===== src/rtl/irq_request_unit_pkg.sv =====
// irq_request_unit_pkg: shared controller state codes, cause codes and local FSM encoding
// Optional feature macro: IRQ_SYNC_EN (consumed by irq_request_unit)
package irq_request_unit_pkg;
  typedef enum logic [4:0] {
    ST_IF       = 5'h00,
    ST_INT_WEPC = 5'h12,
    ST_INT_RET  = 5'h16
  } ctrl_state_t;
  typedef enum logic [2:0] {
    CAUSE_KBD    = 3'd0,
    CAUSE_SYS    = 3'd1,
    CAUSE_UNIMPL = 3'd2,
    CAUSE_OVF    = 3'd3,
    CAUSE_CNT    = 3'd4
  } cause_t;
  typedef enum logic [1:0] {
    IDLE,
    ARMED,
    SERVICE
  } irq_state_t;
  function automatic cause_t cause_of(input logic cnt_won);
    return cnt_won ? CAUSE_CNT : CAUSE_KBD;
  endfunction
endpackage


===== src/rtl/irq_edge_sync.sv =====
// irq_edge_sync: optional STAGES-flop synchroniser followed by a rising-edge detector
// Ports: clk, reset (sync, active-high), src (raw level), rise (one-cycle pulse on 0->1)
// STAGES=0 feeds src straight into the edge detector.
module irq_edge_sync #(
  parameter int STAGES = 0
) (
  input  logic clk,
  input  logic reset,
  input  logic src,
  output logic rise
);
  logic s;
  logic prev;
  generate
    if (STAGES > 0) begin : g_sync
      logic [STAGES-1:0] q;
      always_ff @(posedge clk) begin
        if (reset) q <= '0;
        else begin
          q[0] <= src;
          for (int i = 1; i < STAGES; i++) q[i] <= q[i-1];
        end
      end
      assign s = q[STAGES-1];
    end else begin : g_raw
      assign s = src;
    end
  endgenerate
  always_ff @(posedge clk) prev <= reset ? 1'b0 : s;
  assign rise = s & ~prev;
endmodule


===== src/rtl/irq_request_unit.sv =====
// irq_request_unit: edge-detected KBD/CNT interrupt front-end with mask, IF-gated requests and service tracking
// Ports: clk, reset (sync, active-high), kbd_irq/cnt_irq (raw levels), state_in (controller state),
//   mask_we/mask_wdata ([0]=KBD,[1]=CNT enable), INT_KBD/INT_CNT (requests), cause_code,
//   pending {CNT,KBD}, in_service
// Define IRQ_SYNC_EN to put a SYNC_STAGES-flop synchroniser in front of each edge detector.
module irq_request_unit
  import irq_request_unit_pkg::*;
#(
  parameter int STATE_W     = 5,
  parameter int SYNC_STAGES = 2
) (
  input  logic               clk,
  input  logic               reset,
  input  logic               kbd_irq,
  input  logic               cnt_irq,
  input  logic [STATE_W-1:0] state_in,
  input  logic               mask_we,
  input  logic [1:0]         mask_wdata,
  output logic               INT_KBD,
  output logic               INT_CNT,
  output logic [2:0]         cause_code,
  output logic [1:0]         pending,
  output logic               in_service
);
`ifdef IRQ_SYNC_EN
  localparam bit SYNC_EN = 1'b1;
`else
  localparam bit SYNC_EN = 1'b0;
`endif
  logic [1:0] mask, rise, eligible, clr, pending_n, mask_n;
  logic drove_q, winner_q, req, accept;
  irq_state_t fsm, fsm_n;
  irq_edge_sync #(.STAGES(SYNC_EN ? SYNC_STAGES : 0)) u_kbd (
    .clk(clk), .reset(reset), .src(kbd_irq), .rise(rise[0])
  );
  irq_edge_sync #(.STAGES(SYNC_EN ? SYNC_STAGES : 0)) u_cnt (
    .clk(clk), .reset(reset), .src(cnt_irq), .rise(rise[1])
  );
  // Arming looks at next-cycle pending/mask so a fresh edge requests in the same cycle it becomes pending.
  always_comb begin
    eligible   = pending & mask;
    req        = (fsm == ARMED) && (state_in == STATE_W'(ST_IF));
    INT_KBD    = req && eligible[0];
    INT_CNT    = req && !eligible[0] && eligible[1];
    accept     = (fsm == ARMED) && drove_q && (state_in == STATE_W'(ST_INT_WEPC));
    clr        = accept ? (winner_q ? 2'b10 : 2'b01) : 2'b00;
    pending_n  = (pending & ~clr) | rise;
    mask_n     = mask_we ? mask_wdata : mask;
    fsm_n      = (fsm == SERVICE) ? ((state_in == STATE_W'(ST_INT_RET)) ? IDLE : SERVICE)
               : accept ? SERVICE
               : |(pending_n & mask_n) ? ARMED : IDLE;
    in_service = (fsm == SERVICE);
  end
  always_ff @(posedge clk) begin
    if (reset) begin
      pending    <= '0;
      mask       <= 2'b11;
      cause_code <= CAUSE_KBD;
      fsm        <= IDLE;
      drove_q    <= 1'b0;
      winner_q   <= 1'b0;
    end else begin
      pending  <= pending_n;
      mask     <= mask_n;
      fsm      <= fsm_n;
      drove_q  <= INT_KBD | INT_CNT;
      winner_q <= INT_CNT;
      if (accept) cause_code <= cause_of(winner_q);
    end
  end
endmodule


===== config.mk =====
export PLATFORM = sky130hd
export DESIGN_NAME = irq_request_unit
export DESIGN_NICKNAME = d
export VERILOG_FILES = /design/src/rtl/irq_request_unit_pkg.sv /design/src/rtl/irq_edge_sync.sv /design/src/rtl/irq_request_unit.sv
export SDC_FILE = /design/constraint.sdc
export NUM_CORES = 1
export LEC_CHECK = 0
export CAP_MARGIN = 20
export CORE_AREA = 2 2 39 41
export CTS_BUF_LIST = sky130_fd_sc_hd__clkbuf_2
export DETAILED_ROUTE_END_ITERATION = 10
export DIE_AREA = 0 0 41 43
export PLACE_DENSITY_LB_ADDON = 0.08
export REMOVE_ABC_BUFFERS = 1
export SLEW_MARGIN = 20
export SYNTH_ARGS = -nofsm -noshare
export SYNTH_HDL_FRONTEND = slang
export SYNTH_SLANG_ARGS = --single-unit

===== constraint.sdc =====
create_clock -name clk -period 2.6 [get_ports clk]
set_input_delay 0.26 -clock clk [delete_from_list [all_inputs] [get_ports clk]]
set_output_delay 0.26 -clock clk [all_outputs]
set_load 0.01 [all_outputs]

======== Word level (Yosys, flattened, before mapping) ========
Index checks and enable logic that the tools add are counted.
storage, ports and cells
  register bits ........................... 13
  bits in latches ......................... 0
  bits in writable memories ............... 0
  memory bits (read-only) ................. 0
  input port bits ......................... 12
  output and inout port bits .............. 8
  logic and storage cells ................. 39
  memories ................................ 0
cells by class
  add/subtract/negate cells ............... 0
  multiply operators ...................... 0
  divide/modulo/power cells ............... 0
  $lt $le $gt $ge ......................... 0
  equal/unequal tests ..................... 4
  shift-type cells ........................ 0
  mux-type cells .......................... 8
  bitwise gates (word level) .............. 10
  reduce and logical (&&, ||, !) cells .... 9
operators with widths
  cell                                                                   count
  2-bit 2-to-1 mux                                                       6
  5-bit equality test, second input constant                             2
  2-bit AND                                                              3
  1-bit logical AND                                                      6
  5-bit logical NOT                                                      1
  3-bit 2-to-1 mux                                                       1
  1-bit AND                                                              2
  2-bit by 1-bit equality test with 1-bit output, second input constant  1
  2-bit equality test, second input constant                             1
  1-bit inverter                                                         2
  2-bit inverter                                                         1
  2-bit bitwise OR                                                       1
  2-bit OR reduction                                                     1
  1-bit logical NOT                                                      1
  1-bit 2-to-1 mux                                                       1
  1-bit bitwise OR                                                       1

======== Depth between registers and ports, before layout ========
Gate-level depths: netlist (run 1).
  word-level depth ........................ 12
  depth in mapped cells ................... 4
  gate-level depth less buffers ........... 4

======== Cells and area by module ========
A second synthesis (run 1) with hierarchy kept.
second synthesis, totals
  cells, all modules ...................... 51
  area total of the unflattened synthesis .. 530.5 um^2
modules (own cells, without submodules)
  module            instances  cells an instance  area an instance (um^2)  sequential area each (um^2)
  irq_request_unit  1          45                 435.4                    180.2
  irq_edge_sync     2          3                  47.5                     20.0

======== Worst setup path after synthesis (run 1) ========
Ideal clock, no wire load.
  path kind ............................... input to output
  from .................................... in state_in[3]
  to ...................................... out INT_CNT
  arrival time ............................ 914 ps
  data required time ...................... 2340 ps
  setup slack ............................. 1426 ps
  stages on the path ...................... 3
  buffers on the path ..................... 0
  cells stage by stage .................... nor4b_4 -> nand2_1 -> nor3b_2
on the way
  cells in the longest elaborated chain, start to end .. 4
ends and longest elaborated chain
  item                             line                    source
  from (decl)                      irq_request_unit.sv:16  input logic [STATE_W-1:0] state_in,
  5-bit logical NOT                irq_request_unit.sv:42  req = (fsm == ARMED) && (state_in == STATE_W'(ST_IF));
  1-bit logical AND                irq_request_unit.sv:42
  1-bit logical AND (2 in series)  irq_request_unit.sv:44  INT_CNT = req && !eligible[0] && eligible[1];
  to (decl)                        irq_request_unit.sv:20  output logic INT_CNT,
Every way passes these cells.

======== Worst setup path in the final report (run 1) ========
Ends and elaborated chain as after synthesis.

==> impl_metrics.py, run 1 <==
metrics = {
    "worst_setup_path": {
        "path_max_fanout": 3,
        "worst-setup-path-type": "in2out",
        "worst_setup_path_end_kind": "primary output",
        "required_ns": 2.34,
        "crit_arrival_ns": 1.97,
        "cp-start-kind": "input pin",
    },
    "synthesis": {
        "synth_edf_count": 0,
        "synth-seq-cells": 11,
        "synthMuxAreaShare_pct": 6.70,
        "synthFlopType": "dfxtp_1",
        "yosysSeqAreaShare_pct": 45.4,
        "avgSynthCellArea_um2": 9.34,
        "synth-compound-area-share_pct": 12.1,
        "async_flop_share_pct": 0,
        "synth-simple-area-share_pct": 29.6,
        "yosysUniqueCellTypes": 20,
        "synthCells": 52,
        "yosysWarnings": 0,
        "synth_area_um2": 485,
        "synth_fa_ha_area_share_pct": 0,
        "synth_top_family_by_area": "simple AND/OR/NAND/NOR gates",
        "synth-xor-area-share_pct": 0,
    },
    "clock_tree": {
        "postCtsHoldBufs": 0,
        "clk_latency_ns": 0.27,
        "numCtsBuffers": 3,
        "cts_root_buffer": "clkbuf_2",
        "clock_sinks": 11,
        "cts_tree": "built",
        "htree_levels": 1,
        "clk_pin_slew_worst_paths_ns": 0.13,
        "clockBufferDepth": 2,
        "cts-resized-gates": 0,
        "post_cts_buffers": 0,
    },
    "global_route": {
        "grt_pass1_wl_um": 1590,
        "track_usage_pct": 13.9,
        "antenna_found_initial": 0,
        "grt_use_met2_pct": 18.1,
        "grt_max_degree": 12,
        "grt_util_met1_pct": 18.3,
        "use_met3_pct": 6.28,
        "grt_pass1_vias": 396,
        "busiest_layer": "met1",
        "overflow": 0,
    },
    "routing": {
        "vias": 409,
        "ant_nets": 0,
        "finalWirelength_um": 979,
        "drt_iter0_drc": 7,
        "vias_per_cell": 4.70,
        "drc": 0,
        "avgRoutedWirePerCell_um": 11.3,
        "drtPass1Iterations": 4,
    },
    "floorplan": {
        "initial_core_util_pct": 35.1,
        "io-pin-count": 20,
        "die_x_um": 41,
        "placementRows": 14,
        "coreArea_um2": 1380,
        "die_h_um": 43,
        "die_area_um2": 1760,
    },
    "pwr": {
        "seqPwrFrac_pct": 55.0,
        "vdd_drop_max_mv": 0.282,
        "p_per_area_nw_per_um2": 486,
        "power.total_mw": 0.331,
        "switching_share_pct": 26.6,
        "power_frac_comb_pct": 15.5,
        "switchingPower_mw": 0.0880,
        "p_int_mw": 0.243,
        "p_leak_nw": 0.266,
        "clock_power_share_pct": 29.5,
    },
    "place": {
        "dp_slack_ns": 0.346,
        "place_area_um2": 661,
        "place.gp.congestion": 0.689,
        "portBuffers": 17,
    },
    "worst_hold_path": {
        "min_path_type": "reg2reg",
    },
    "sta": {
        "layout_min_cycle_time_ns": 2.23,
        "rsz0062_at_grt": "no",
        "finClkSkew_ns": 0.0149,
        "fin_crit_sh_pct": 85.7,
        "drv_slew": 0,
        "fmax_mhz": 449,
        "setup_viol": 0,
        "setup_ws_ns": 0.371,
        "finalHoldViolCount": 0,
        "tns_ns": 0,
    },
    "layout": {
        "mostFrequentLayoutCells": "17 x clkdlybuf4s50_1, 11 x dfxtp_1, 7 x nand2_1, 6 x nor2b_1, 5 x a21oi_1",
        "final_common_cell": "clkdlybuf4s50_1",
        "areaGrowthSynthToFinish_pct": 40.2,
        "layout-drive-gt1-share_pct": 15.5,
        "fin_util_pct": 49.2,
        "diodes": 0,
        "fin_area_um2": 681,
        "num-nets-final": 84,
        "fillers": 154,
    },
    "run_status": {
        "outcome": "finished, final reports clean",
    },
    "job": {
        "timing.max_cap.violations": 0,
    },
}
path summary, 6_finish.rpt:
kind	slack, ns	from	depth (start not counted)	to
worst max register to register	1.34	fsm[1]	4	fsm[0]
worst min register to register	0.51	cause_code[2]	2	cause_code[2]
worst min-delay path	0.51	cause_code[2]	2	cause_code[2]
worst max-delay path	0.37	state_in[3]	5	INT_CNT
state kept, by name (all words and copies together) (netlist names):
register	count
fsm	2
mask	2
pending	2
cause_code	1
drove_q	1
u_cnt.prev	1
u_kbd.prev	1
winner_q	1
synth_stat cells (2+ instances only):
| cell | count | share of area (%) |
|---|---|---|
| inv_1 | 2 | 1.5 |
| mux2_2 | 2 | 4.6 |
| buf_4 | 2 | 3.1 |
| or2_2 | 2 | 2.6 |
| o2111ai_1 | 2 | 3.6 |
| nor2_1 | 3 | 2.3 |
| nand2_1 | 7 | 5.4 |
| a21oi_1 | 5 | 5.2 |
| dfxtp_1 | 11 | 45 |
| nor2b_1 | 6 | 7.7 |
cells by family after synthesis:
group,Yosys count
flops,11
mux,3
other cells,1
buf+inv,5
simple gates,23
compound gates,9
cell type report:
| cell class | instances | area [um^2] | share of cell area, % |
|---|---|---|---|
| clock buffers | 3 | 15.0 | 2.21 |
| clock inverters | 1 | 5.00 | 0.735 |
| inverters | 2 | 7.51 | 1.10 |
| multi-input cells | 37 | 243 | 35.7 |
| flip-flops and latches | 11 | 220 | 32.4 |
| well taps | 16 | 20.0 | 2.94 |
| repair buffers | 17 | 170 | 25.0 |
metrics by stage:
stage / std cells / hold WS, ns
floorplan: 50 / 0.329
global placement: 83 / 0.495
detailed placement: 83 / 0.493
CTS: 87 / 0.521
global route: 87 / 0.550
finish: 87 / 0.512
power groups by stage:
| stage | Sequential, mW | Clock [mW] | Combinational (mW) |
|---|---|---|---|
| 2_1_floorplan | 0.186 | 0 | 0.0211 |
| 3_3_place_gp | 0.186 | 0 | 0.0515 |
| 3_5_place_dp | 0.186 | 0 | 0.0517 |
| 4_1_cts | 0.182 | 0.100 | 0.0520 |
| 5_1_grt | 0.184 | 0.111 | 0.0561 |
| 6_report | 0.182 | 0.0976 | 0.0514 |
critical path, cell delays in order:
cell,delay [ns]
clkdlybuf4s50_1,0.46
nor4b_4,0.31
nand2_1,0.14
nor3b_2,0.24
clkdlybuf4s50_1,0.56
per-layer routing:
| layer | vias to the layer above | share of wire (%) |
|---|---|---|
| met2 | 17 | 45 |
| met4 | 0 | 0 |
| met3 | 0 | 8.3 |
| met5 | - | 0 |
| li1 | 212 | - |
| met1 | 180 | 47 |
No activity file was read; power rests on OpenSTA's default activity.
==> run 2: changes to the inputs <==
Settings changed: PLACE_DENSITY set to 0.7, PLACE_DENSITY_LB_ADDON 0.08 to unset, TNS_END_PERCENT set to 20.
Clock period 2.6 ns to 2.5 ns, I/O delays scaled along.
==> impl_metrics.py, run 2 (same netlist as run 1, synthesis figures left out) <==
metrics = {
    "place": {
        "portBuffers": 17,
        "dpl.cell_count": 83,
        "place_area_um2": 661,
        "place.gp.congestion": 0.751,
        "dpl.hpwl_um": 686,
    },
    "routing": {
        "avgRoutedWirePerCell_um": 10.3,
        "finalWirelength_um": 892,
        "drtPass1Iterations": 2,
        "drt_iter0_drc": 2,
        "vias": 429,
        "ant_nets": 0,
        "drc": 0,
        "vias_per_cell": 4.93,
    },
    "run_status": {
        "outcome": "finished, final reports clean",
    },
    "clock_tree": {
        "clk_pin_slew_worst_paths_ns": 0.10,
        "cts_tree": "built",
        "clock_sinks": 11,
        "clk_latency_ns": 0.25,
        "post_cts_buffers": 0,
        "numCtsBuffers": 3,
        "clockBufferDepth": 2,
        "cts-resized-gates": 0,
        "postCtsHoldBufs": 0,
        "cts_root_buffer": "clkbuf_2",
        "htree_levels": 1,
    },
    "global_route": {
        "overflow": 0,
        "antenna_found_initial": 0,
        "grt_pass1_wl_um": 1410,
        "grt_max_degree": 12,
        "grt_pass1_vias": 362,
        "track_usage_pct": 11.9,
    },
    "pwr": {
        "vdd_drop_max_mv": 0.231,
        "p_per_area_nw_per_um2": 501,
        "p_leak_nw": 0.266,
    },
    "layout": {
        "layout-drive-gt1-share_pct": 15.5,
        "num-nets-final": 84,
        "areaGrowthSynthToFinish_pct": 40.2,
        "fin_area_um2": 681,
        "mostFrequentLayoutCells": "17 x clkdlybuf4s50_1, 11 x dfxtp_1, 7 x nand2_1, 6 x nor2b_1, 5 x a21oi_1",
        "reg.largest.list": "fsm x2, mask x2, pending x2",
        "final_common_cell": "clkdlybuf4s50_1",
        "diodes": 0,
        "final_cells": 87,
    },
    "sta": {
        "setup_viol": 0,
        "fin_crit_sh_pct": 88.3,
        "finalHoldViolCount": 0,
        "tns_ns": 0,
        "rsz0062_at_grt": "no",
        "layout_min_cycle_time_ns": 2.21,
        "drv_slew": 0,
        "finClkSkew_ns": 0.00278,
        "fmax_mhz": 453,
    },
    "worst_setup_path": {
        "crit_arrival_ns": 1.96,
        "required_ns": 2.25,
        "worst_setup_path_end_kind": "primary output",
        "path_max_fanout": 3,
        "cp-start-kind": "input pin",
        "worst-setup-path-type": "in2out",
    },
    "floorplan": {
        "initial_core_util_pct": 35.1,
        "die_h_um": 43,
        "die_area_um2": 1760,
        "coreArea_um2": 1380,
        "io-pin-count": 20,
        "placementRows": 14,
        "die_x_um": 41,
    },
    "job": {
        "timing.max_cap.violations": 0,
    },
    "worst_hold_path": {
        "min_path_type": "reg2reg",
    },
}
## run 2: worst max-delay path: stages
cell and delay [ns]:
clkdlybuf4s50_1 0.46, nor4b_4 0.31, nand2_1 0.14, nor3b_2 0.23, clkdlybuf4s50_1 0.57
## run 2: path summary, 6_finish.rpt
path	startpoint	to	slack, ns	depth (start not counted)
worst max-delay path	state_in[3]	INT_CNT	0.29	5
worst min-delay path	mask[0]	drove_q	0.51	2
worst max register to register	fsm[1]	cause_code[2]	1.25	4
worst min register to register	mask[0]	drove_q	0.51	2
## run 2: layer usage
layer,up-vias,part of all wire (%),GRT usage [%]
met5,-,0,0
met4,0,1.0,4.00
met3,2,9.9,5.24
met2,18,43,16.3
met1,195,46,16.2
li1,214,-,-
## run 2: cell type report
| type | instances | area [um^2] |
|---|---|---|
| Tap cell | 16 | 20.0 |
| Multi-Input combinational cell | 37 | 243 |
| Inverter | 2 | 7.51 |
| Timing Repair Buffer | 17 | 170 |
| Fill cell | 150 | 703 |
| Clock buffer | 4 | 20.0 |
| Sequential cell | 11 | 220 |
## run 2: metrics by stage
| stage | hold WS, ns | total power, mW | setup WS, ns | utilization [%] |
|---|---|---|---|---|
| global route | 0.556 | 0.363 | 0.163 | 49.2 |
| CTS | 0.516 | 0.346 | 0.264 | 49.2 |
| floorplan | 0.319 | 0.215 | 1.34 | - |
| detailed placement | 0.493 | 0.247 | 0.289 | 47.7 |
| finish | 0.513 | 0.341 | 0.293 | 49.2 |
| global placement | 0.488 | 0.246 | 0.300 | 47.7 |
## run 2: where the power goes
part | switching, mW | total, mW | internal (mW)
Sequential | 0.00558 | 0.189 | 0.184
Combinational | 0.0200 | 0.0528 | 0.0328
Clock | 0.0563 | 0.0988 | 0.0425
